[src/rtl/serial_add_sub_unit.sv]
// Bit-serial adder/subtractor: one full-adder cell reused over WIDTH clocks, LSB first.
// START/BUSY/DONE handshake; S/C/V registered and held between operations.
module serial_add_sub_unit #(
  parameter int WIDTH = 8
) (
  input  logic             CLK,
  input  logic             RST,
  input  logic             START,
  input  logic             MODE,
  input  logic             CIN,
  input  logic [WIDTH-1:0] A,
  input  logic [WIDTH-1:0] B,
  output logic             BUSY,
  output logic             DONE,
  output logic [WIDTH-1:0] S,
  output logic             C,
  output logic             V
);

  localparam int CNT_W = $clog2(WIDTH + 1);
  localparam logic [CNT_W-1:0] LAST = CNT_W'(WIDTH - 1);

  typedef enum logic [1:0] {IDLE, RUN, FIN} state_t;

  state_t           state_q, state_d;
  logic [WIDTH-1:0] opa_q, opa_d;
  logic [WIDTH-1:0] opb_q, opb_d;
  logic [WIDTH-1:0] res_q, res_d;
  logic [CNT_W-1:0] cnt_q, cnt_d;
  logic             carry_q, carry_d;
  logic [WIDTH-1:0] s_q, s_d;
  logic             c_q, c_d;
  logic             v_q, v_d;

  logic sum_bit;
  logic cout;

  assign sum_bit = opa_q[0] ^ opb_q[0] ^ carry_q;
  assign cout    = (opa_q[0] & opb_q[0]) | (carry_q & (opa_q[0] ^ opb_q[0]));

  always_ff @(posedge CLK or posedge RST) begin
    if (RST) begin
      state_q <= IDLE;
      opa_q   <= '0;
      opb_q   <= '0;
      res_q   <= '0;
      cnt_q   <= '0;
      carry_q <= 1'b0;
      s_q     <= '0;
      c_q     <= 1'b0;
      v_q     <= 1'b0;
    end else begin
      state_q <= state_d;
      opa_q   <= opa_d;
      opb_q   <= opb_d;
      res_q   <= res_d;
      cnt_q   <= cnt_d;
      carry_q <= carry_d;
      s_q     <= s_d;
      c_q     <= c_d;
      v_q     <= v_d;
    end
  end

  always_comb begin
    state_d = state_q;
    opa_d   = opa_q;
    opb_d   = opb_q;
    res_d   = res_q;
    cnt_d   = cnt_q;
    carry_d = carry_q;
    s_d     = s_q;
    c_d     = c_q;
    v_d     = v_q;

    unique case (state_q)
      IDLE, FIN: begin
        if (START) begin
          state_d = RUN;
          opa_d   = A;
          opb_d   = MODE ? ~B : B;
          carry_d = MODE ? ~CIN : CIN;
          cnt_d   = '0;
        end else begin
          state_d = IDLE;
        end
      end
      RUN: begin
        opa_d   = opa_q >> 1;
        opb_d   = opb_q >> 1;
        res_d   = {sum_bit, res_q[WIDTH-1:1]};
        carry_d = cout;
        cnt_d   = cnt_q + CNT_W'(1);
        if (cnt_q == LAST) begin
          // carry_q is the carry into the MSB here, so it serves as cmsb directly
          state_d = FIN;
          s_d     = {sum_bit, res_q[WIDTH-1:1]};
          c_d     = cout;
          v_d     = carry_q ^ cout;
        end
      end
      default: state_d = IDLE;
    endcase
  end

  assign BUSY = (state_q == RUN);
  assign DONE = (state_q == FIN);
  assign S    = s_q;
  assign C    = c_q;
  assign V    = v_q;

endmodule

[config.mk]
export PLATFORM = sky130hd
export DESIGN_NAME = serial_add_sub_unit
export DESIGN_NICKNAME = d
export VERILOG_FILES = /design/src/rtl/serial_add_sub_unit.sv
export SDC_FILE = /design/constraint.sdc
export NUM_CORES = 1
export LEC_CHECK = 0
export CORE_MARGIN = 10
export CORE_UTILIZATION = 55
export CTS_CLUSTER_SIZE = 20
export DETAILED_ROUTE_END_ITERATION = 12
export PLACE_DENSITY_LB_ADDON = 0.2
export SLEW_MARGIN = 20
export SYNTH_ARGS = -nofsm -noshare
export SYNTH_HDL_FRONTEND = slang
export SYNTH_SLANG_ARGS = --single-unit
export TNS_END_PERCENT = 50
[constraint.sdc]
create_clock -name CLK -period 4.6 [get_ports CLK]
set_clock_uncertainty 0.15 [all_clocks]
set_input_delay 0.46 -clock CLK [delete_from_list [all_inputs] [get_ports CLK]]
set_output_delay 0.46 -clock CLK [all_outputs]
set_load 0.01 [all_outputs]
# [Yosys cells after proc, flatten, opt, wreduce, memory -nomap -nowiden]
# Cells that the tools add are included.
[op_classes] n_addsub=1 eq_ne=5 mux=13 n_bitwise=8 reduce_logical=5
[op_table] op="$pmux 8 s2" n=2
[op_table] op="$mux 8" n=3
[op_table] op="$not 8->8" n=1
[op_table] op="$pmux 4 s2" n=1
[op_table] op="$add 4x1->4 const B" n=1
[op_table] op="$eq 4x3->1 const B" n=1
[op_table] op="$mux 4" n=1
[op_table] op="$pmux 2 s2" n=1
[op_table] op="$reduce_and 2->1" n=2
[op_table] op="$mux 1" n=3
[op_table] op="$xor 1x1->1" n=3
[op_table] op="$and 1x1->1" n=2
[op_table] op="$eq 2x1->1 const B" n=1
[op_table] op="$eq 2x2->1 const B" n=1
[op_table] op="$logic_not 2->1" n=1
[op_table] op="$mux 2" n=1
[op_table] op="$ne 2x1->1 const B" n=1
[op_table] op="$ne 2x2->1 const B" n=1
[op_table] op="$pmux 1 s2" n=1
[op_table] op="$reduce_bool 2->1" n=1
[op_table] op="$reduce_or 2->1" n=1
[op_table] op="$not 1->1" n=1
[op_table] op="$or 1x1->1" n=1
[totals] regBits=41 out_inout_bits=12 word_cells=41

# [Longest topological paths before layout]
[depth] word_depth=4 mapped_depth=5 mapped_depth_nobuf=4

# [Least setup slack after synthesis]
# OpenSTA, ideal clock, no wires.
[synth_timing] path_type="reg2reg" from="register cnt_q[0]" to="register c_q, in the netlist C" setup_ns=0.125 arrival_ns=1.318 required_ns=4.325 path_slack_ns=3.007 path_stages_with_launch=6 path_buffers=1 period_less_slack_ns=1.593 cell_sequence="dfrtp_1 -> ha_1 -> nand2_1 -> nor3b_2 -> buf_4 -> mux2_2"
[synth_via] elab_chain_len=2
[synth_lines] element="start, declared" line_no="29" text="logic [CNT_W-1:0] cnt_q, cnt_d;"
[synth_lines] element="start signal, assigned" line_no="57" text="cnt_q <= cnt_d;"
[synth_lines] element="$eq 4x3->1" line_no="94" text="if (cnt_q == LAST) begin"
[synth_lines] element="$reduce_and 2->1 (no line)"
[synth_lines] element="end signal, assigned" line_no="50" text="c_q <= 1'b0;"
[synth_lines] element="end signal, assigned" line_no="60" text="c_q <= c_d;"
[synth_lines] element="end, declared" line_no="32" text="logic c_q, c_d;"
# No other way between the ends.
# A chain may end at the register's enable or synchronous reset.

# [Worst setup path after layout]
[layout_timing] from="register state_q[1]" to="output BUSY"
[layout_via] elab_chain_len=1
[layout_lines] element="start, declared" line_no="25" text="state_t state_q, state_d;"
[layout_lines] element="start signal, assigned" line_no="53" text="state_q <= state_d;"
[layout_lines] element="$eq 2x1->1" line_no="106" text="assign BUSY = (state_q == RUN);"
[layout_lines] element="end, declared" line_no="13" text="output logic BUSY,"
# No other way between the ends.

==> reports/qor.csv <==
stage,metric,value,unit
status,outcome,"finished, final reports clean",
power_and_ir_drop,pwr/cell area,661,mW/mm2
global_routing,initial antenna violation count,0,
synthesis,sequential share of the synthesized area,57.8,%
routing,post-route ant nets,0,
timing,RSZ-0062 raised after global routing,false,
routing,final wirelength,3210,um
worst_setup_path,worst setup path class,flip-flop to primary output,
global_routing,vias in the first global route,1133,
synthesis,Synth Warn #,0,
clocking,CTS HTree Levels,2,
floorplanning,I/O pin count,33,
clocking,Worst-path clk slew,130,ps
synthesis,Post-Syn Area,0.00173,mm2
power_and_ir_drop,peak supply drop,0.383,mV
synthesis,Synth top area share,57.8,%
routing,drt pass-1 iters,2,
routing,Iter 0 DRT Violations,69,
timing,Slew Limit Fails,0,
synthesis,Post-synth top cells,"dfrtp_1, mux2_2, a22o_1",
floorplanning,Initial Utilization,57.2,%
flow_run,number of max-cap violations,0,
worst_setup_path,Reg2Reg Depth,3,
floorplanning,core area,0.00303,mm2
global_routing,pin count of the biggest net entering global routing,41,
worst_setup_path,crit path max-delay cell type,clkdlybuf4s50_1,
worst_setup_path,"Req. time, crit path",3990,ps
synthesis,Synth Instances,128,
synthesis,Syn Area/Cell,13.5,um2
timing,"Setup violations, final",0,
final_layout,Nets,183,
synthesis,Post-synth EDFFs,0,
global_routing,GRT Total Usage,11.6,%
placement,placed inst area,0.00207,mm2
floorplanning,Chip Height,76.1,um
routing,vias,1091,
clocking,cts hold-fix bufs,0,
final_layout,layout cells sized above 1,18.0,%
worst_setup_path,"Cell Chain, Critical Path",and2b_4 > clkdlybuf4s50_1,
clocking,Clock Sinks,40,
routing,drc violations,0,
synthesis,share of flip-flops with an asynchronous set or reset,100,%
routing,routed vias/inst,5.32,
synthesis,Synth cell types,24,
floorplanning,row count,20,
power_and_ir_drop,P_leak,0.982,nW
timing,Fmax,400,MHz
worst_setup_path,worst path bufs/invs,1,
timing,TNS Setup,0,ps
routing,per-cell routed wire length,15.6,um
placement,GP Congestion,0.758,
timing,worst slew pin tran,851,ps
final_layout,Final Core Density,71.2,%
global_routing,total gr overflow,0,
timing,fin crit period,2500,ps
floorplanning,die area,0.00579,mm2
min_path,min-delay worst type,flip-flop to flip-flop,
worst_setup_path,"CP delay by family, top",buffers and inverters,
global_routing,first-pass GRT wire length,5490,um
clocking,clock root buffer,clkbuf_4,
clocking,Clock Latency Late Sink,350,ps
min_path,WHS Path Cells,1,
worst_setup_path,Stages on worst setup path,2,
timing,slew margin rel.,43.1,%
clocking,cts repair resizes,0,
synthesis,syn_nets,151,
final_layout,final instance area,0.00216,mm2
worst_setup_path,Worst path max stage delay,620,ps
clocking,setup bufs post-CTS,0,
timing,Final Hold Vio Count,0,
final_layout,diode count,0,
placement,PortBufs,32,
worst_setup_path,crit-path max FO,31,
synthesis,Synth Register Bits,40,
final_layout,Filler Cell Count,229,
clocking,clock buffer depth,2,
synthesis,"Primary FF master, synth",dfrtp_1,
synthesis,Synth area leader,dfrtp_1,
worst_setup_path,Worst Path Arrival,1890,ps
final_layout,area grow syn2layout,24.6,%
worst_setup_path,endpoint type of the worst setup path,primary output,
synthesis,main area contributors after synthesis,"dfrtp_1, mux2_2, a22o_1, a221o_1, xnor2_1",
worst_setup_path,crit start category,flip-flop,
timing,Final Cycle Share,54.3,%
floorplanning,die width,76.1,um
synthesis,most frequent cell after synthesis,dfrtp_1,
clocking,CTS tree,yes,
clocking,CTS Buf Count,5,
[placed cells by master (no fill, tap or decap)]
| master | n |
|---|---|
| a21o_1 | 7 |
| a221o_1 | 8 |
| a22o_1 | 11 |
| and2b_4 | 1 |
| buf_4 | 1 |
| bufinv_16 | 1 |
| clkbuf_4 | 5 |
| clkbuf_8 | 1 |
| clkdlybuf4s50_1 | 32 |
| clkinv_4 | 1 |
| dfrtp_1 | 40 |
| fa_1 | 1 |
| ha_1 | 1 |
| inv_1 | 1 |
| mux2_2 | 17 |
| mux2i_1 | 2 |
| nand2_1 | 3 |
| nand2b_1 | 1 |
| nand4_1 | 1 |
| nor2_1 | 9 |
| nor2_2 | 1 |
| nor2b_1 | 3 |
| nor3b_2 | 1 |
| o21ai_0 | 1 |
| xnor2_1 | 9 |
| xor2_1 | 2 |
[per-layer routing]
metal | vias up | GRT usage, % | part of all wire (%)
met5 | - | 0 | 0
met2 | 27 | 16.8 | 45
li1 | 517 | - | -
met1 | 540 | 14.8 | 49
met4 | 0 | 5.58 | 1.7
met3 | 7 | 4.36 | 4.3
[flip-flops by register name (all words and copies together), names as in the netlist]
register	cells
carry_q	1
cnt_q	4
C	1
opa_q	8
opb_q	8
V	1
res_q	7
state_q	2
S	8
[power by group]
group | internal [W] | switching, W | leakage (nW)
clock network | 0.000130 | 0.000113 | 0.0484
logic | 0.000328 | 0.000237 | 0.434
registers | 0.000513 | 0.000104 | 0.499
total | 0.000972 | 0.000454 | 0.982
[final timing paths]
kind                            slack, ps       end       start
worst max-delay path                 2100      BUSY  state_q[1]
worst min-delay path                  340  opa_q[4]    opa_q[4]
worst max register to register       2240      S[1]  state_q[1]
worst min register to register        340  opa_q[4]    opa_q[4]
max in group asynchronous            3600   carry_q         RST
min in group asynchronous             350      S[4]         RST
[area by class of cell]
cell class	instances	area, um2	share of cell area, %
flip-flops and latches	40	1000	46.4
repair buffers	33	328	15.2
multi-input cells	79	679	31.5
inverters	1	3.75	0.174
clock inverters	2	38.8	1.80
well taps	44	55.1	2.55
clock buffers	6	51.3	2.38
[kinds of logic after synthesis]
kind of cell             count (synthesis)  share of synthesized area [%]
AO/OA/AOI/OAI                           27                           13.5
XOR/XNOR                                11                           5.56
AND/OR/NAND/NOR                         20                           6.07
adder cells (fa/ha/maj)                  2                           1.88
multiplexers                            19                           12.2
flip-flops                              40                           57.8
buffers and inverters                    9                           2.96
[metrics by stage]
stage	worst slack, ps	hold slack [ps]	power [W]	cells
after global placement	2110	308	0.00117	197
final	2100	341	0.00143	205
after global routing	1990	357	0.00153	205
after detailed placement	2010	319	0.00120	197
after CTS	2080	346	0.00144	205
after floorplan	3010	300	0.00101	128
(Power assumes the default switching activity.)
